`src/rtl/button_bank_debounce.sv`:
```
// Multi-channel push-button conditioner: sync, debounce, press/release,
// click, long-press and auto-repeat events per independent channel.
module button_bank_debounce #(
  parameter int              N_CH       = 4,
  parameter int              CNT_W      = 32,
  parameter int              DEBOUNCE   = 5_000,
  parameter int              LONG_PRESS = 50_000_000,
  parameter int              REPEAT     = 10_000_000,
  parameter logic [N_CH-1:0] ACTIVE_LOW = '0
) (
  input  logic            i_clk,
  input  logic            i_reset,
  input  logic [N_CH-1:0] i_button,
  input  logic [N_CH-1:0] i_repeat_en,
  output logic [N_CH-1:0] o_level,
  output logic [N_CH-1:0] o_press,
  output logic [N_CH-1:0] o_release,
  output logic [N_CH-1:0] o_click,
  output logic [N_CH-1:0] o_long,
  output logic [N_CH-1:0] o_repeat
);

  localparam logic [CNT_W-1:0] DB_LAST = CNT_W'(DEBOUNCE - 1);
  localparam logic [CNT_W-1:0] LP_MAX  = CNT_W'(LONG_PRESS);
  localparam logic [CNT_W-1:0] LP_LAST = CNT_W'(LONG_PRESS - 1);
  localparam logic [CNT_W-1:0] RP_LAST = CNT_W'(REPEAT - 1);
  localparam logic [CNT_W-1:0] ONE     = CNT_W'(1);

  logic [N_CH-1:0] raw;
  assign raw = i_button ^ ACTIVE_LOW;

  for (genvar g = 0; g < N_CH; g++) begin : g_ch
    logic             s1;
    logic             s2;
    logic             level;
    logic             long_done;
    logic [CNT_W-1:0] dcnt;
    logic [CNT_W-1:0] hcnt;
    logic [CNT_W-1:0] rcnt;
    logic             press_q;
    logic             release_q;
    logic             click_q;
    logic             long_q;
    logic             repeat_q;
    logic             accept;
    logic             rise;
    logic             fall;
    logic             hold;

    // A falling edge suppresses hold tracking so click and long never meet.
    always_comb begin
      accept = (s2 != level) && (dcnt == DB_LAST);
      rise   = accept && s2;
      fall   = accept && !s2;
      hold   = level && !fall;
    end

    always_ff @(posedge i_clk or posedge i_reset) begin
      if (i_reset) begin
        s1        <= 1'b0;
        s2        <= 1'b0;
        level     <= 1'b0;
        long_done <= 1'b0;
        dcnt      <= '0;
        hcnt      <= '0;
        rcnt      <= '0;
        press_q   <= 1'b0;
        release_q <= 1'b0;
        click_q   <= 1'b0;
        long_q    <= 1'b0;
        repeat_q  <= 1'b0;
      end else begin
        s1        <= raw[g];
        s2        <= s1;
        press_q   <= rise;
        release_q <= fall;
        click_q   <= fall && !long_done;
        long_q    <= 1'b0;
        repeat_q  <= 1'b0;

        if (s2 == level) begin
          dcnt <= '0;
        end else if (accept) begin
          level <= s2;
          dcnt  <= '0;
        end else begin
          dcnt <= dcnt + ONE;
        end

        if (rise) begin
          hcnt      <= '0;
          rcnt      <= '0;
          long_done <= 1'b0;
        end else if (hold) begin
          if (hcnt != LP_MAX) hcnt <= hcnt + ONE;
          if (hcnt == LP_LAST) begin
            long_q    <= 1'b1;
            long_done <= 1'b1;
            rcnt      <= '0;
          end else if (long_done) begin
            if (!i_repeat_en[g]) begin
              rcnt <= '0;
            end else if (rcnt == RP_LAST) begin
              repeat_q <= 1'b1;
              rcnt     <= '0;
            end else begin
              rcnt <= rcnt + ONE;
            end
          end
        end else begin
          hcnt <= '0;
          rcnt <= '0;
        end
      end
    end

    assign o_level[g]   = level;
    assign o_press[g]   = press_q;
    assign o_release[g] = release_q;
    assign o_click[g]   = click_q;
    assign o_long[g]    = long_q;
    assign o_repeat[g]  = repeat_q;
  end

endmodule

```
`config.mk`:
```
export PLATFORM = sky130hd
export DESIGN_NAME = button_bank_debounce
export DESIGN_NICKNAME = d
export VERILOG_FILES = /design/src/rtl/button_bank_debounce.sv
export SDC_FILE = /design/constraint.sdc
export NUM_CORES = 1
export LEC_CHECK = 0
export CORE_MARGIN = 3
export CORE_UTILIZATION = 48
export CTS_CLUSTER_DIAMETER = 100
export DETAILED_ROUTE_END_ITERATION = 8
export HOLD_SLACK_MARGIN = 0.1
export PLACE_DENSITY_LB_ADDON = 0.05
export SLEW_MARGIN = 20
export SYNTH_ARGS = -nofsm -noshare
export SYNTH_HDL_FRONTEND = slang
export SYNTH_SLANG_ARGS = --single-unit
```
`constraint.sdc`:
```
create_clock -name i_clk -period 21.1 [get_ports i_clk]
set_clock_uncertainty 0.15 [all_clocks]
set_input_delay 4.22 -clock i_clk [delete_from_list [all_inputs] [get_ports i_clk]]
set_output_delay 4.22 -clock i_clk [all_outputs]
set_load 0.02 [all_outputs]
```
# Yosys cells after proc, flatten, opt, wreduce, memory -nomap -nowiden
# Index checks and enable logic that the tools add are counted.
dict set report word_totals {
  reg_bits 420
  input_bits 10
  output_inout_bits 24
  elab_cells 236
}
dict set report classes {
  n_addsub 12
  eq_ne 32
  n_mux 92
  bitwise 4
  reduce_logical 48
}
# cell count
set ops {}
lappend ops {{2-to-1 mux 32 bit} 44}
lappend ops {{adder 32 x 1 -> 32 bit, second input constant} 12}
lappend ops {{== test 32 x 13 -> 1 bit, second input constant} 4}
lappend ops {{== test 32 x 24 -> 1 bit, second input constant} 4}
lappend ops {{== test 32 x 26 -> 1 bit, second input constant} 4}
lappend ops {{!= test 32 x 26 -> 1 bit, second input constant} 4}
lappend ops {{2-to-1 mux 1 bit} 48}
lappend ops {{logical AND 1 bit} 20}
lappend ops {{!= test 4 x 3 -> 1 bit, second input constant} 4}
lappend ops {{AND reduction 2 bit} 8}
lappend ops {{nonzero test 2 bit} 8}
lappend ops {{zero test 1 bit} 12}
lappend ops {{!= test 3 x 2 -> 1 bit, second input constant} 4}
lappend ops {{== test 1 bit} 4}
lappend ops {{!= test 1 bit} 4}
lappend ops {{inverter 1 bit} 4}

# Longest topological paths before layout
dict set report logic_depth {
  ltp_word 7
  ltp_mapped 10
  depth_no_buf 7
}

# Worst setup path after synthesis
# No wires, ideal clock.
dict set report synth_path {
  kind {input port to flip-flop}
  startpoint {input port i_repeat_en[3]}
  endpoint {register g_ch[3].rcnt[10]}
  setup_ps 69
  t_arrival_ps 5410
  t_required_ps 20881
  setup_slack_ps 15472
  path_stages 5
  n_path_buf 1
  path_cell_list {nand2_1 or4_1 buf_2 or3_1 nand3_1}
}
dict set report synth_between {
  elab_chain_len 5
}
# element line_no
set synth_rtl {}
lappend synth_rtl {{start: declaration} 14} ;# input logic [N_CH-1:0] i_repeat_en,
lappend synth_rtl {{2-to-1 mux 32 bit} 101} ;# if (!i_repeat_en[g]) begin
lappend synth_rtl {{2-to-1 mux 32 bit} 100} ;# end else if (long_done) begin
lappend synth_rtl {{2-to-1 mux 32 bit} 96} ;# if (hcnt == LP_LAST) begin
lappend synth_rtl {{2-to-1 mux 32 bit} 94} ;# end else if (hold) begin
lappend synth_rtl {{2-to-1 mux 32 bit} 90} ;# if (rise) begin
lappend synth_rtl {{end signal: assignment} 107} ;# rcnt <= rcnt + ONE;
lappend synth_rtl {{end: declaration} 39} ;# logic [CNT_W-1:0] rcnt;
# No other way between the ends. The select of a mux whose other input is x is not followed.
# A chain may end at the register's enable or synchronous reset.

==> run summary <==
CP Launch Type = input pin
unique cell type count in the Yosys netlist = 81
Post-Syn Instances = 2364
Syn Area/Cell = 9.25 um2
Bufs on Longest Clock Path = 3
TNS Setup = 0 ns
crit end category = async pin
worst vdd ir = 63.5 uV
Rows = 77
first-pass GRT wire length = 81400 um
die height = 219 um
post-synth top area cell = dfrtp_1
minimum clock period = 6.68 ns
predominant post-synthesis flop cell = dfrtp_1
PD cells = 69.0 mW/mm2
CP required = 21.54 ns
TritonCTS buffer count = 48
Final Hold Fails = 0
Post-Route WL = 46500 um
initial antenna violation count = 0
die width = 219 um
cells along the critical path = clkdlybuf4s50_1, inv_8, buf_4, buf_12
Max-Cap Viols = 0
Setup Fix Bufs, Post-CTS = 0
outcome = complete, no violations
r2r endpoint = g_ch[1].rcnt[25]
hold_sp = g_ch[3].s1
kind of cell adding the most delay to the critical path = buffers and inverters
fraction of layout cells with a size suffix above 1 = 6.62%
worst path bufs/invs = 4
crit path kind = input pin to async pin
starting density of the core = 49.0%
DR iter-0 viols = 1148
Worst path max stage delay = 0.83 ns
CTS tree = done
Worst Path Arrival = 7.11 ns
# resized after CTS = 0
largest net degree at the start of global routing = 156
number of top-level pins = 34
ys async rst share = 100%
total number of H-tree levels = 2
RSZ-0062 raised after global routing = no
Filler cells = 4096
Final ANT Viol Nets = 0
clock tree root driver cell = clkbuf_16
post-synth top area share = 48.1%
per-cell routed wire length = 15.5 um
WHS Path Cells = 0
EDFF count, synth = 0
top post-synthesis cells by area = dfrtp_1 (48%), nor2_1 (6.2%), xnor2_1 (5.1%), xor2_1 (4.9%), nand3_1 (3.5%)
vias in the first global route = 16589
grt ovf = 0
synth-to-layout area growth = 10.8%
Slew Viols, Final = 0
worst slew pin tran = 1.06 ns
Crit-path slowest cell = buf_4
IO buf count = 33
yosys warns = 0
relative slew slack = 28.8%
Vias = 16994
most frequent cell after synthesis = dfrtp_1
FF-to-FF Start = g_ch[1].rcnt[0]
hold-fix buffers at CTS = 0
Synth Cell Area = 0.0219 mm2
Final period util = 31.6%
Skew-Pair Late Insertion Delay = 0.58 ns
#FFs+latches synth = 420
HP Class = flop to flop
DIE AREA = 0.0482 mm2
Fmax achieved = 150 MHz
dpl hpwl = 30400 um
Crit Path Max Fanout = 155
Reg clk slew, reported paths = 0.05 ns
TritonCTS Sinks = 420
gr usage total = 19.9%
register area share after synthesis = 48.1%
DR vias/cell = 5.68
n_diodes = 0
gpl congestion = 0.801
Final #Nets = 2392
worst reg2reg path depth = 7
syn nets = 2390
Lkg Pwr = 0.00920 uW
Reg2Reg Setup Slack = 17.87 ns
drt drc = 0
total core area = 0.0446 mm2
Hold Crit Endpoint = g_ch[3].s2
Post-synth top cells = dfrtp_1 (420), nor2_1 (359), nand2_1 (192)
fin util = 54.3%
Final setup viols = 0
first-pass iteration count of the detailed router = 5
registers in the layout (all words and copies together), names as in the netlist:
register and cells:
g_ch.long_q 4, g_ch.press_q 4, g_ch.click_q 4, g_ch.hcnt 128
g_ch.long_done 4, g_ch.release_q 4, g_ch.rcnt 128, g_ch.level 4
g_ch.dcnt 128, g_ch.s1 4, g_ch.repeat_q 4, g_ch.s2 4
worst max-delay path by stage:
stage	startpoint	endpoint	slack, ns	cells after the start
2_1_floorplan	i_reset	g_ch[0].click_q	5.04	1
3_3_place_gp	i_reset	g_ch[2].s1	13.72	4
3_5_place_dp	i_reset	g_ch[1].rcnt[4]	13.71	4
4_1_cts	i_reset	g_ch[1].rcnt[14]	14.32	4
5_1_grt	i_reset	g_ch[1].rcnt[18]	14.04	4
6_report	i_reset	g_ch[1].rcnt[18]	14.42	4
layout by cell type, fill, tap and decap left out, types with 10 or more instances in the layout:
cell / instances
and3_1: 59
or3b_2: 10
nand4_1: 96
nor4_1: 68
clkbuf_16: 49
or3_1: 49
nand2_1: 191
buf_4: 16
nor2_1: 359
nor4b_1: 13
inv_1: 65
clkbuf_1: 11
and4_1: 34
o31ai_1: 12
dfrtp_1: 420
nor3_1: 58
nand3_1: 153
a21oi_1: 95
ha_1: 16
and2_1: 19
o21ai_0: 88
xnor2_1: 128
nand2b_1: 12
xor2_1: 123
a31oi_1: 16
or4_1: 23
clkdlybuf4s50_1: 33
mux2i_1: 10
clkinv_2: 11
routing by layer:
layer	vias up	GRT usage [%]	wire length, um
li1	8383	-	-
met1	8377	28.2	22800
met2	177	32.5	21600
met3	57	2.63	1270
met4	0	4.95	808
met5	-	0	0
cell type report:
type                       instances  area, um2  area share, %
clock buffer                      68       1380           5.68
clock inverter                    17        190          0.785
inverter                          67        259           1.07
multi-input combinational       1779      10700           44.1
sequential                       420      10500           43.4
tap                              592        741           3.06
timing repair buffer              50        470           1.94
kinds of logic (layout without fill, tap and decap cells):
logic type	count (synthesis)	after routing	synth area share (%)
adder cells (fa/ha/maj)	16	16	0.915
buffers and inverters	165	202	3.43
AND/OR/NAND/NOR	1211	1211	28.5
XOR/XNOR	251	251	10.1
multiplexers	14	14	0.664
flip-flops	420	420	48.1
AO/OA/AOI/OAI	287	287	8.41
metrics by stage:
stage	setup WS (ns)	cells	power [uW]	cell area, um2	hold WS, ns
after detailed placement	13.71	2908	856	22700	0.185
after global placement	13.72	2908	855	22700	0.183
after global routing	14.04	2993	1740	24200	0.201
final	14.42	2993	1670	24200	0.196
after CTS	14.32	2993	1700	24200	0.198
after floorplan	5.04	2364	845	21900	0.181
where the power goes:
part | switching (uW) | internal (uW) | total, uW
clock | 331 | 501 | 831
sequential | 2.75 | 808 | 811
combinational | 23.3 | 5.32 | 28.6
total | 357 | 1310 | 1670
No activity file was read; power rests on OpenSTA's default activity.
